<file path="src/rtl/axis2axi_wr_responder_if.sv">
// Bus bundle for axis2axi_wr_responder: request/response AXIS flit streams plus the AXI4 write master.
interface axis2axi_wr_responder_if #(
    parameter int unsigned ADDR_WIDTH         = 16,
    parameter int unsigned DATA_WIDTH         = 8,
    parameter int unsigned ID_W_WIDTH         = 5,
    parameter int unsigned AXIS_CHANNEL_WIDTH = 40
);
    logic                          s_axis_tvalid;
    logic                          s_axis_tready;
    logic [AXIS_CHANNEL_WIDTH-1:0] s_axis_tdata;
    logic                          s_axis_tlast;

    logic                          m_axis_tvalid;
    logic                          m_axis_tready;
    logic [AXIS_CHANNEL_WIDTH-1:0] m_axis_tdata;
    logic                          m_axis_tlast;

    logic [ID_W_WIDTH-1:0]         m_axi_awid;
    logic [ADDR_WIDTH-1:0]         m_axi_awaddr;
    logic [7:0]                    m_axi_awlen;
    logic [2:0]                    m_axi_awsize;
    logic [1:0]                    m_axi_awburst;
    logic                          m_axi_awvalid;
    logic                          m_axi_awready;

    logic [DATA_WIDTH-1:0]         m_axi_wdata;
    logic                          m_axi_wlast;
    logic                          m_axi_wvalid;
    logic                          m_axi_wready;

    logic [ID_W_WIDTH-1:0]         m_axi_bid;
    logic [1:0]                    m_axi_bresp;
    logic                          m_axi_bvalid;
    logic                          m_axi_bready;

    // Responder side: sinks request flits, sources response flits, masters AXI.
    modport master (
        input  s_axis_tvalid, s_axis_tdata, s_axis_tlast,
        output s_axis_tready,
        output m_axis_tvalid, m_axis_tdata, m_axis_tlast,
        input  m_axis_tready,
        output m_axi_awid, m_axi_awaddr, m_axi_awlen, m_axi_awsize, m_axi_awburst, m_axi_awvalid,
        input  m_axi_awready,
        output m_axi_wdata, m_axi_wlast, m_axi_wvalid,
        input  m_axi_wready,
        input  m_axi_bid, m_axi_bresp, m_axi_bvalid,
        output m_axi_bready
    );

    modport slave (
        output s_axis_tvalid, s_axis_tdata, s_axis_tlast,
        input  s_axis_tready,
        input  m_axis_tvalid, m_axis_tdata, m_axis_tlast,
        output m_axis_tready,
        input  m_axi_awid, m_axi_awaddr, m_axi_awlen, m_axi_awsize, m_axi_awburst, m_axi_awvalid,
        output m_axi_awready,
        input  m_axi_wdata, m_axi_wlast, m_axi_wvalid,
        output m_axi_wready,
        output m_axi_bid, m_axi_bresp, m_axi_bvalid,
        input  m_axi_bready
    );
endinterface

</file>
<file path="src/rtl/axis2axi_wr_responder.sv">
// Mesh write endpoint: replays an AW/W request packet as one AXI4 write burst and returns a B packet.
// Optional B-channel timeout is enabled by defining WR_B_TIMEOUT_EN.
module axis2axi_wr_responder #(
    parameter int unsigned ADDR_WIDTH         = 16,
    parameter int unsigned DATA_WIDTH         = 8,
    parameter int unsigned ID_W_WIDTH         = 5,
    parameter int unsigned AXIS_CHANNEL_WIDTH = 40,
    parameter int unsigned ROUTER_X           = 0,
    parameter int unsigned ROUTER_Y           = 0,
    parameter int unsigned MAX_ROUTERS_X      = 4,
    parameter int unsigned MAX_ROUTERS_Y      = 4
`ifdef WR_B_TIMEOUT_EN
    ,parameter int unsigned TIMEOUT_CYCLES    = 1024
`endif
) (
    input  logic                    ACLK,
    input  logic                    ARESETn,
    axis2axi_wr_responder_if.master bus,
    output logic                    proto_err_o
);
    localparam int unsigned X_W      = $clog2(MAX_ROUTERS_X);
    localparam int unsigned Y_W      = $clog2(MAX_ROUTERS_Y);
    localparam int unsigned DX_LSB   = 8;
    localparam int unsigned DY_LSB   = DX_LSB + X_W;
    localparam int unsigned SX_LSB   = DY_LSB + Y_W;
    localparam int unsigned SY_LSB   = SX_LSB + X_W;
    localparam int unsigned LEN_LSB  = 5;
    localparam int unsigned ADDR_LSB = 13;
    localparam int unsigned ID_LSB   = ADDR_LSB + ADDR_WIDTH;
    localparam int unsigned SUB_W    = ID_LSB + ID_W_WIDTH;
    localparam logic [7:0]  TYPE_AW  = 8'h01;
    localparam logic [7:0]  TYPE_B   = 8'h02;

    typedef enum logic [3:0] {
        S_IDLE, S_SUB, S_AW, S_W, S_PAD, S_DRAIN, S_B, S_RH, S_RB, S_DROP
    } state_t;

    state_t                        state_q, state_d;
    logic                          run_q;
    logic                          err_q, err_d;
    logic [7:0]                    cnt_q, cnt_d;
    logic [X_W-1:0]                src_x_q;
    logic [Y_W-1:0]                src_y_q;
    logic [ID_W_WIDTH-1:0]         awid_q, bid_q;
    logic [ADDR_WIDTH-1:0]         awaddr_q;
    logic [7:0]                    awlen_q;
    logic [2:0]                    awsize_q;
    logic [1:0]                    awburst_q;
    logic                          lat_src, lat_aw, lat_b, b_timeout;
    logic                          s_rdy_c, wvalid_c, wlast_c, bready_c, tvalid_c, tlast_c;
    logic [DATA_WIDTH-1:0]         wdata_c;
    logic [AXIS_CHANNEL_WIDTH-1:0] tdata_c, resp_hdr_c;
    logic                          tmo_c;

`ifdef WR_B_TIMEOUT_EN
    localparam int unsigned T_W = (TIMEOUT_CYCLES > 1) ? $clog2(TIMEOUT_CYCLES) : 1;
    logic [T_W-1:0] tcnt_q;

    // Cycles spent waiting in B; restarts on every entry.
    always_ff @(posedge ACLK or negedge ARESETn) begin
        if (!ARESETn)              tcnt_q <= '0;
        else if (state_q != S_B)   tcnt_q <= '0;
        else                       tcnt_q <= tcnt_q + T_W'(1);
    end
    assign tmo_c = (tcnt_q == T_W'(TIMEOUT_CYCLES - 1));
`else
    assign tmo_c = 1'b0;
`endif

    // Response header: the request's source becomes the destination.
    always_comb begin
        resp_hdr_c                = '0;
        resp_hdr_c[7:0]           = TYPE_B;
        resp_hdr_c[DX_LSB +: X_W] = src_x_q;
        resp_hdr_c[DY_LSB +: Y_W] = src_y_q;
        resp_hdr_c[SX_LSB +: X_W] = X_W'(ROUTER_X);
        resp_hdr_c[SY_LSB +: Y_W] = Y_W'(ROUTER_Y);
    end

    // Next-state and handshake decode.
    always_comb begin
        state_d   = state_q;
        err_d     = err_q;
        cnt_d     = cnt_q;
        lat_src   = 1'b0;
        lat_aw    = 1'b0;
        lat_b     = 1'b0;
        b_timeout = 1'b0;
        s_rdy_c   = 1'b0;
        wvalid_c  = 1'b0;
        wdata_c   = '0;
        wlast_c   = 1'b0;
        bready_c  = 1'b0;
        tvalid_c  = 1'b0;
        tdata_c   = '0;
        tlast_c   = 1'b0;
        case (state_q)
            S_IDLE: begin
                s_rdy_c = run_q;
`ifdef WR_B_TIMEOUT_EN
                bready_c = run_q;
`endif
                if (run_q && bus.s_axis_tvalid) begin
                    lat_src = 1'b1;
                    if (bus.s_axis_tdata[7:0] == TYPE_AW && !bus.s_axis_tlast) begin
                        state_d = S_SUB;
                    end else begin
                        err_d = 1'b1;
                        if (!bus.s_axis_tlast) state_d = S_DROP;
                    end
                end
            end
            S_SUB: begin
                s_rdy_c = 1'b1;
                if (bus.s_axis_tvalid) begin
                    lat_aw = 1'b1;
                    cnt_d  = bus.s_axis_tdata[LEN_LSB +: 8];
                    if (bus.s_axis_tlast) begin
                        err_d   = 1'b1;
                        state_d = S_IDLE;
                    end else begin
                        state_d = S_AW;
                    end
                end
            end
            S_AW: begin
                if (bus.m_axi_awready) state_d = S_W;
            end
            S_W: begin
                wvalid_c = bus.s_axis_tvalid;
                s_rdy_c  = bus.m_axi_wready;
                wdata_c  = bus.s_axis_tdata[DATA_WIDTH-1:0];
                wlast_c  = (cnt_q == 8'd0);
                if (bus.s_axis_tvalid && bus.m_axi_wready) begin
                    cnt_d = cnt_q - 8'd1;
                    if (cnt_q == 8'd0) begin
                        if (bus.s_axis_tlast) begin
                            state_d = S_B;
                        end else begin
                            err_d   = 1'b1;
                            state_d = S_DRAIN;
                        end
                    end else if (bus.s_axis_tlast) begin
                        err_d   = 1'b1;
                        state_d = S_PAD;
                    end
                end
            end
            S_PAD: begin
                wvalid_c = 1'b1;
                wlast_c  = (cnt_q == 8'd0);
                if (bus.m_axi_wready) begin
                    cnt_d = cnt_q - 8'd1;
                    if (cnt_q == 8'd0) state_d = S_B;
                end
            end
            S_DRAIN: begin
                s_rdy_c = 1'b1;
                if (bus.s_axis_tvalid && bus.s_axis_tlast) state_d = S_B;
            end
            S_B: begin
                bready_c = 1'b1;
                if (bus.m_axi_bvalid) begin
                    lat_b   = 1'b1;
                    state_d = S_RH;
                end else if (tmo_c) begin
                    b_timeout = 1'b1;
                    err_d     = 1'b1;
                    state_d   = S_RH;
                end
            end
            S_RH: begin
                tvalid_c = 1'b1;
                tdata_c  = resp_hdr_c;
                if (bus.m_axis_tready) state_d = S_RB;
            end
            S_RB: begin
                tvalid_c = 1'b1;
                tdata_c  = AXIS_CHANNEL_WIDTH'(bid_q);
                tlast_c  = 1'b1;
                if (bus.m_axis_tready) state_d = S_IDLE;
            end
            S_DROP: begin
                s_rdy_c = 1'b1;
                if (bus.s_axis_tvalid && bus.s_axis_tlast) state_d = S_IDLE;
            end
            default: state_d = S_IDLE;
        endcase
    end

    // State and latched packet fields.
    always_ff @(posedge ACLK or negedge ARESETn) begin
        if (!ARESETn) begin
            state_q   <= S_IDLE;
            run_q     <= 1'b0;
            err_q     <= 1'b0;
            cnt_q     <= '0;
            src_x_q   <= '0;
            src_y_q   <= '0;
            awid_q    <= '0;
            awaddr_q  <= '0;
            awlen_q   <= '0;
            awsize_q  <= '0;
            awburst_q <= '0;
            bid_q     <= '0;
        end else begin
            state_q <= state_d;
            run_q   <= 1'b1;
            err_q   <= err_d;
            cnt_q   <= cnt_d;
            if (lat_src) begin
                src_x_q <= bus.s_axis_tdata[SX_LSB +: X_W];
                src_y_q <= bus.s_axis_tdata[SY_LSB +: Y_W];
            end
            if (lat_aw) begin
                awburst_q <= bus.s_axis_tdata[1:0];
                awsize_q  <= bus.s_axis_tdata[4:2];
                awlen_q   <= bus.s_axis_tdata[LEN_LSB +: 8];
                awaddr_q  <= bus.s_axis_tdata[ADDR_LSB +: ADDR_WIDTH];
                awid_q    <= bus.s_axis_tdata[ID_LSB +: ID_W_WIDTH];
            end
            if (lat_b)          bid_q <= bus.m_axi_bid;
            else if (b_timeout) bid_q <= awid_q;
        end
    end

    assign bus.s_axis_tready = s_rdy_c;
    assign bus.m_axis_tvalid = tvalid_c;
    assign bus.m_axis_tdata  = tdata_c;
    assign bus.m_axis_tlast  = tlast_c;
    assign bus.m_axi_awid    = awid_q;
    assign bus.m_axi_awaddr  = awaddr_q;
    assign bus.m_axi_awlen   = awlen_q;
    assign bus.m_axi_awsize  = awsize_q;
    assign bus.m_axi_awburst = awburst_q;
    assign bus.m_axi_awvalid = (state_q == S_AW);
    assign bus.m_axi_wdata   = wdata_c;
    assign bus.m_axi_wlast   = wlast_c;
    assign bus.m_axi_wvalid  = wvalid_c;
    assign bus.m_axi_bready  = bready_c;
    assign proto_err_o       = err_q;

    // Flit bits above the AW subheader and bresp carry nothing this endpoint uses.
    logic unused_bits;
    assign unused_bits = ^{bus.s_axis_tdata[AXIS_CHANNEL_WIDTH-1:SUB_W], bus.m_axi_bresp};
endmodule

</file>
<file path="src/flat_wrapper.sv">
// flat-port wrapper written by rule: the top's interface ports become plain ports
module axis2axi_wr_responder_flat 
#(
    parameter int unsigned ADDR_WIDTH         = 16,
    parameter int unsigned DATA_WIDTH         = 8,
    parameter int unsigned ID_W_WIDTH         = 5,
    parameter int unsigned AXIS_CHANNEL_WIDTH = 40,
    parameter int unsigned ROUTER_X           = 0,
    parameter int unsigned ROUTER_Y           = 0,
    parameter int unsigned MAX_ROUTERS_X      = 4,
    parameter int unsigned MAX_ROUTERS_Y      = 4

)
  (ACLK, ARESETn, proto_err_o, bus_s_axis_tvalid, bus_s_axis_tdata, bus_s_axis_tlast, bus_s_axis_tready, bus_m_axis_tvalid, bus_m_axis_tdata, bus_m_axis_tlast, bus_m_axis_tready, bus_m_axi_awid, bus_m_axi_awaddr, bus_m_axi_awlen, bus_m_axi_awsize, bus_m_axi_awburst, bus_m_axi_awvalid, bus_m_axi_awready, bus_m_axi_wdata, bus_m_axi_wlast, bus_m_axi_wvalid, bus_m_axi_wready, bus_m_axi_bid, bus_m_axi_bresp, bus_m_axi_bvalid, bus_m_axi_bready);
  axis2axi_wr_responder_if #(.ADDR_WIDTH(ADDR_WIDTH), .DATA_WIDTH(DATA_WIDTH), .ID_W_WIDTH(ID_W_WIDTH), .AXIS_CHANNEL_WIDTH(AXIS_CHANNEL_WIDTH)) bus_i ();
  input  logic ACLK;
  input  logic ARESETn;
  output logic proto_err_o;
  input wire logic [$bits(bus_i.s_axis_tvalid)-1:0] bus_s_axis_tvalid;
  input wire logic [$bits(bus_i.s_axis_tdata)-1:0] bus_s_axis_tdata;
  input wire logic [$bits(bus_i.s_axis_tlast)-1:0] bus_s_axis_tlast;
  output wire logic [$bits(bus_i.s_axis_tready)-1:0] bus_s_axis_tready;
  output wire logic [$bits(bus_i.m_axis_tvalid)-1:0] bus_m_axis_tvalid;
  output wire logic [$bits(bus_i.m_axis_tdata)-1:0] bus_m_axis_tdata;
  output wire logic [$bits(bus_i.m_axis_tlast)-1:0] bus_m_axis_tlast;
  input wire logic [$bits(bus_i.m_axis_tready)-1:0] bus_m_axis_tready;
  output wire logic [$bits(bus_i.m_axi_awid)-1:0] bus_m_axi_awid;
  output wire logic [$bits(bus_i.m_axi_awaddr)-1:0] bus_m_axi_awaddr;
  output wire logic [$bits(bus_i.m_axi_awlen)-1:0] bus_m_axi_awlen;
  output wire logic [$bits(bus_i.m_axi_awsize)-1:0] bus_m_axi_awsize;
  output wire logic [$bits(bus_i.m_axi_awburst)-1:0] bus_m_axi_awburst;
  output wire logic [$bits(bus_i.m_axi_awvalid)-1:0] bus_m_axi_awvalid;
  input wire logic [$bits(bus_i.m_axi_awready)-1:0] bus_m_axi_awready;
  output wire logic [$bits(bus_i.m_axi_wdata)-1:0] bus_m_axi_wdata;
  output wire logic [$bits(bus_i.m_axi_wlast)-1:0] bus_m_axi_wlast;
  output wire logic [$bits(bus_i.m_axi_wvalid)-1:0] bus_m_axi_wvalid;
  input wire logic [$bits(bus_i.m_axi_wready)-1:0] bus_m_axi_wready;
  input wire logic [$bits(bus_i.m_axi_bid)-1:0] bus_m_axi_bid;
  input wire logic [$bits(bus_i.m_axi_bresp)-1:0] bus_m_axi_bresp;
  input wire logic [$bits(bus_i.m_axi_bvalid)-1:0] bus_m_axi_bvalid;
  output wire logic [$bits(bus_i.m_axi_bready)-1:0] bus_m_axi_bready;
  assign bus_i.s_axis_tvalid = bus_s_axis_tvalid;
  assign bus_i.s_axis_tdata = bus_s_axis_tdata;
  assign bus_i.s_axis_tlast = bus_s_axis_tlast;
  assign bus_s_axis_tready = bus_i.s_axis_tready;
  assign bus_m_axis_tvalid = bus_i.m_axis_tvalid;
  assign bus_m_axis_tdata = bus_i.m_axis_tdata;
  assign bus_m_axis_tlast = bus_i.m_axis_tlast;
  assign bus_i.m_axis_tready = bus_m_axis_tready;
  assign bus_m_axi_awid = bus_i.m_axi_awid;
  assign bus_m_axi_awaddr = bus_i.m_axi_awaddr;
  assign bus_m_axi_awlen = bus_i.m_axi_awlen;
  assign bus_m_axi_awsize = bus_i.m_axi_awsize;
  assign bus_m_axi_awburst = bus_i.m_axi_awburst;
  assign bus_m_axi_awvalid = bus_i.m_axi_awvalid;
  assign bus_i.m_axi_awready = bus_m_axi_awready;
  assign bus_m_axi_wdata = bus_i.m_axi_wdata;
  assign bus_m_axi_wlast = bus_i.m_axi_wlast;
  assign bus_m_axi_wvalid = bus_i.m_axi_wvalid;
  assign bus_i.m_axi_wready = bus_m_axi_wready;
  assign bus_i.m_axi_bid = bus_m_axi_bid;
  assign bus_i.m_axi_bresp = bus_m_axi_bresp;
  assign bus_i.m_axi_bvalid = bus_m_axi_bvalid;
  assign bus_m_axi_bready = bus_i.m_axi_bready;
  axis2axi_wr_responder #(.ADDR_WIDTH(ADDR_WIDTH), .DATA_WIDTH(DATA_WIDTH), .ID_W_WIDTH(ID_W_WIDTH), .AXIS_CHANNEL_WIDTH(AXIS_CHANNEL_WIDTH), .ROUTER_X(ROUTER_X), .ROUTER_Y(ROUTER_Y), .MAX_ROUTERS_X(MAX_ROUTERS_X), .MAX_ROUTERS_Y(MAX_ROUTERS_Y)) u_core (.ACLK(ACLK), .ARESETn(ARESETn), .bus(bus_i), .proto_err_o(proto_err_o));
endmodule
</file>
<file path="config.mk">
export PLATFORM = sky130hd
export DESIGN_NAME = axis2axi_wr_responder_flat
export DESIGN_NICKNAME = d
export VERILOG_FILES = /design/src/rtl/axis2axi_wr_responder_if.sv /design/src/rtl/axis2axi_wr_responder.sv /design/src/flat_wrapper.sv
export SDC_FILE = /design/constraint.sdc
export NUM_CORES = 1
export LEC_CHECK = 0
export ABC_AREA = 1
export BUFFER_PORTS_ARGS = -buffer_cell sky130_fd_sc_hd__clkbuf_2
export CORE_MARGIN = 1.5
export CORE_UTILIZATION = 52
export DETAILED_ROUTE_END_ITERATION = 7
export HOLD_SLACK_MARGIN = 0.05
export PLACE_DENSITY = 0.94
export SLEW_MARGIN = 5
export SYNTH_ARGS = -nofsm -noshare
export SYNTH_HDL_FRONTEND = slang
export SYNTH_SLANG_ARGS = --single-unit
</file>
<file path="constraint.sdc">
create_clock -name ACLK -period 2.9 [get_ports ACLK]
set_input_delay 0.58 -clock ACLK [delete_from_list [all_inputs] [get_ports ACLK]]
set_output_delay 0.58 -clock ACLK [all_outputs]
set_load 0.02 [all_outputs]
</file>
# Yosys cells after proc, flatten, opt, wreduce, memory -nomap -nowiden

Cells that the tools add are included.

Bits in registers: 57
Bits in latches: 0
Memory bits (writable): 0
Bits in read-only memories: 0
Bits of input ports: 55
Output and inout bits: 90
Logic and storage cells: 98
Memories kept: 0

Add/sub/neg operators: 1
Multipliers: 0
Div/mod/pow operators: 0
Order comparisons: 0
Eq/ne operators: 25
Shift-type cells: 0
Muxes and demuxes: 45
Bitwise gates (word level): 0
Reduce and logical (&&, ||, !) cells: 15

Operators by type and width:

| cell                  | count |
|---|---|
| $mux W4               | 15 |
| $pmux W4 S10          | 1 |
| $mux W8               | 4 |
| $pmux W12 S2          | 1 |
| $pmux W8 S3           | 1 |
| $mux W1               | 17 |
| $eq A4 B3 Y1 const B  | 4 |
| $reduce_and A13 Y1    | 1 |
| $ne A2 B1 Y1 const B  | 6 |
| $ne A2 B2 Y1 const B  | 6 |
| $eq A4 B2 Y1 const B  | 2 |
| $eq A4 B4 Y1 const B  | 2 |
| $eq A8 B1 Y1 const B  | 1 |
| $logic_not A8 Y1      | 1 |
| $sub A8 B1 Y8 const B | 1 |
| $ne A3 B2 Y1 const B  | 2 |
| $pmux W1 S3           | 2 |
| $reduce_and A6 Y1     | 1 |
| $reduce_bool A3 Y1    | 2 |
| $mux W5               | 1 |
| $eq A4 B1 Y1 const B  | 1 |
| $logic_and A1 B1 Y1   | 4 |
| $logic_not A4 Y1      | 1 |
| $mux W2               | 2 |
| 6 further kinds       | 7 |

# Depth between registers and ports, before layout

Depth in word-level cells: 5
Depth in mapped cells: 11
Mapped depth without buffers: 11

# Worst setup path before layout

OpenSTA, ideal clock, no wires.

Path kind: register to output
Start: register u_core.state_q[0]
End: output bus_m_axi_wlast
Arrival: 1536 ps
Data required time: 2320 ps
Setup slack: 784 ps
Cell stages (with the launch flop): 7
Path buffers: 1
Path through: dfrtp_1 > nor2_1 > nand2_2 > nand2_4 > buf_4 > nand4_1 > nor3_1

Longest elaborated chain between the ends: 3
Elaborated cells on any way between the ends: 4
Those cells by class: 2 x eq/ne; 1 x mux; 1 x reduce/logical

Ends and longest elaborated chain:

| element                                             | line                         | RTL |
|---|---|---|
| from (decl)                                         | axis2axi_wr_responder.sv:38  | `state_t state_q, state_d;` |
| from (signal assigned)                              | axis2axi_wr_responder.sv:207 | `state_q <= state_d;` |
| $eq A4 B2 Y1 / $eq A4 B3 Y1 (equally long branches) | axis2axi_wr_responder.sv:97  | `case (state_q)` |
| $reduce_or A2 Y1 (no line) (*)                      | n/a                          |  |
| $mux W1 (*)                                         | n/a                          |  |
| to (decl)                                           | flat_wrapper.sv:35           | `output wire logic [$bits(bus_i.m_axi_wlast)-1:0] bus_m_axi_wlast;` |

Every way passes the cells marked *; elsewhere a longest branch is shown, timed or not.

# Final worst setup path

Start: register u_core.state_q[3]
End: output bus_m_axi_wlast

Same word-level chain as after synthesis.

==> metrics <==
outcome=finished, final reports clean; DR vias/cell=4.91; min cycle time layout=2.53 ns; Slew @ Worst Pin=0.792 ns; maxcap violations=0; Synth Register Bits=57; Remaining DRCs=0; initial core utilization=0.550; Remaining Overflow, GRT=0; Worst-Skew Late Latency=0.34 ns; clock slew at reported path FFs=0.07 ns; share of layout cells above drive strength 1=0.370; Synth area leaders=dfrtp_1 (43%), nand2_1 (9.2%), mux2_4 (9.0%); CTS tree=built; DRT Pass-1 Iters=4; # rows=28; Peak VDD IR=0.000558 V; I/O pins=145; post-place setup slack=0.750 ns; number of setup buffers added after CTS=0; wire length per cell=12.9 um; PostCTS Resize Cnt=0; max_slew headroom=0.472; most used cell, CP=nand2_4; core box area=6060 um2; root buffer cell=clkbuf_8; maximum clock insertion buffer count=2; Period Utilization, post-route=0.873; Crit. End Element=primary output; pwr dens=1100 nW/um2; CP required=2.32 ns; overall power=4420 uW; via count=2,808; Buffers on Ports=105; die area=6900 um2; Detail Route Antenna Nets=0; top_reg_cell synth=dfrtp_1; Final Skew=0.0121 ns; CP Class=flip-flop to primary output; largest area contributor in the netlist=dfrtp_1; Slew Limit Fails=0; Initial DRC Count=171; yosys warns=0; Setup violations, final=0; CP max FO=17; setup TNS=0 ns; Inserted Diodes=0; number of global-route vias before repair=2,810; Area Overhead vs Synth=20.2%; gr usage total=0.219; fmax=395 MHz; arrival time worst endpoint=1.95 ns; post-layout worst setup margin=0.369 ns; top cell type's share of synthesized area=0.428; most frequent cell after synthesis=nand2_1; first-pass GRT wire length=12,300 um; CP Launch Type=flip-flop; antenna violations before repair=0; CTS Buf Count=9; count of final hold-check violations=0; Routed WL=7390 um; die span in y=83.1 um; Netlist Area Pre-Place=3330 um2; critical path's largest stage delay=0.47 ns; Post-CTS Hold Buffers=0; clock sink count=57; largest net degree at the start of global routing=45; H-tree Lvls=3; Post-Syn Area per Cell=8.73 um2; Commonest cells post-synth=nand2_1 (82), dfrtp_1 (57), inv_1 (51); register area share after synthesis=0.428; Synth async-reset ratio=1.00; Mapped Cells=382; RSZ-0062 raised after global routing=no; Synth cell types=31; die width=83.1 um; Worst Reg-to-Reg Cells=11; routability cong.=0.928; leak pwr=0.00234 uW; Worst path slowest cell=dfrtp_1; Hold WC Path Type=input port to async pin; Layout Nets=548; Final HPWL DP=5620 um; Cell Chain, Critical Path=nor2_4 > nand2_4 > nand2_4 > nand4_1 > nor3_1 > clkbuf_2; Post-synth EDFFs=0
==> critical path, delay by kind of cell (launching register included) <==
family        cells  cell delay [ns]
flops             1             0.47
simple gates      5             0.92
buf+inv           1             0.22
==> registers in the layout, summed over array words and instances, names as in the netlist <==
name / flops
u_core.run_q: 1
u_core.bus.m_axi_awid: 5
u_core.bid_q: 5
u_core.bus.m_axi_awlen: 8
u_core.state_q: 4
u_core.src_x_q: 2
u_core.bus.m_axi_awburst: 2
u_core.bus.m_axi_awsize: 3
u_core.proto_err_o: 1
u_core.cnt_q: 8
u_core.bus.m_axi_awaddr: 16
u_core.src_y_q: 2
==> final cells by class <==
cell class | count | area [um2]
repair buffers | 108 | 561
multi-input cells | 262 | 1500
inverters | 54 | 203
fillers | 475 | 2060
well taps | 75 | 93.8
clock buffers | 11 | 141
clock inverters | 5 | 78.8
flip-flops and latches | 57 | 1430
==> layer usage <==
layer,vias to the layer above,GRT usage,part of all wire
met3,14,0.0557,0.063
met2,116,0.373,0.51
met4,0,0.111,0.020
li1,1347,-,-
met5,-,0,0
met1,1331,0.256,0.40
==> cell usage in the layout (no fill, tap or decap), drive strengths merged <==
cell type  instances
clkbuf           116
inv               54
bufinv             2
o211ai             2
xnor2              1
nand3             20
a21oi              4
nand2             93
nor3               2
ha                 1
nor2              46
o21ai             34
dfrtp             57
conb              32
mux2              21
buf                3
or2                1
clkinv             3
nand4              4
xor2               1
==> stage by stage <==
| step | instances | instance area [um2] | utilization | hold WS (ns) |
|---|---|---|---|---|
| finish | 572 | 4010 | 0.661 | 0.320 |
| global route | 572 | 4010 | 0.661 | 0.380 |
| CTS | 572 | 4010 | 0.661 | 0.334 |
| detailed placement | 556 | 3780 | 0.624 | 0.467 |
| global placement | 556 | 3780 | 0.624 | 0.461 |
| floorplan | 412 | 3450 | - | 0.284 |
==> cell families after synthesis <==
group / count (synthesis) / synth area share
AOI/OAI and AO/OA: 40 / 0.0788
xor gates and xnor gates: 2 / 0.00526
adders and majority gates: 1 / 0.00375
buffers and inverters: 93 / 0.155
DFF: 57 / 0.428
muxes: 21 / 0.0935
other: 2 / 0.00225
and+or+nand+nor: 166 / 0.233
==> worst paths after layout <==
check | start | end | slack [ns]
setup / recovery | u_core.state_q[3]$_DFFE_PN0P_ | bus_m_axi_wlast | 0.37
min in group ACLK | bus_s_axis_tdata[31] | u_core.bus.m_axi_awid[2]$_DFFE_PN0P_ | 0.47
hold reg to reg | u_core.proto_err_o$_DFFE_PN0P_ | u_core.proto_err_o$_DFFE_PN0P_ | 0.49
hold / removal | ARESETn | u_core.cnt_q[2]$_DFFE_PN0P_ | 0.32
setup reg to reg | u_core.cnt_q[0]$_DFFE_PN0P_ | u_core.state_q[3]$_DFFE_PN0P_ | 1.10
max in group asynchronous | ARESETn | u_core.bus.m_axi_awid[3]$_DFFE_PN0P_ | 1.86
==> where the power goes <==
group          total [uW]  switching (uW)  internal, uW
Clock                 823             317           506
Sequential           1400             237          1160
Combinational        2200            1360           833
Note: power is estimated with default switching activity, not from simulation.
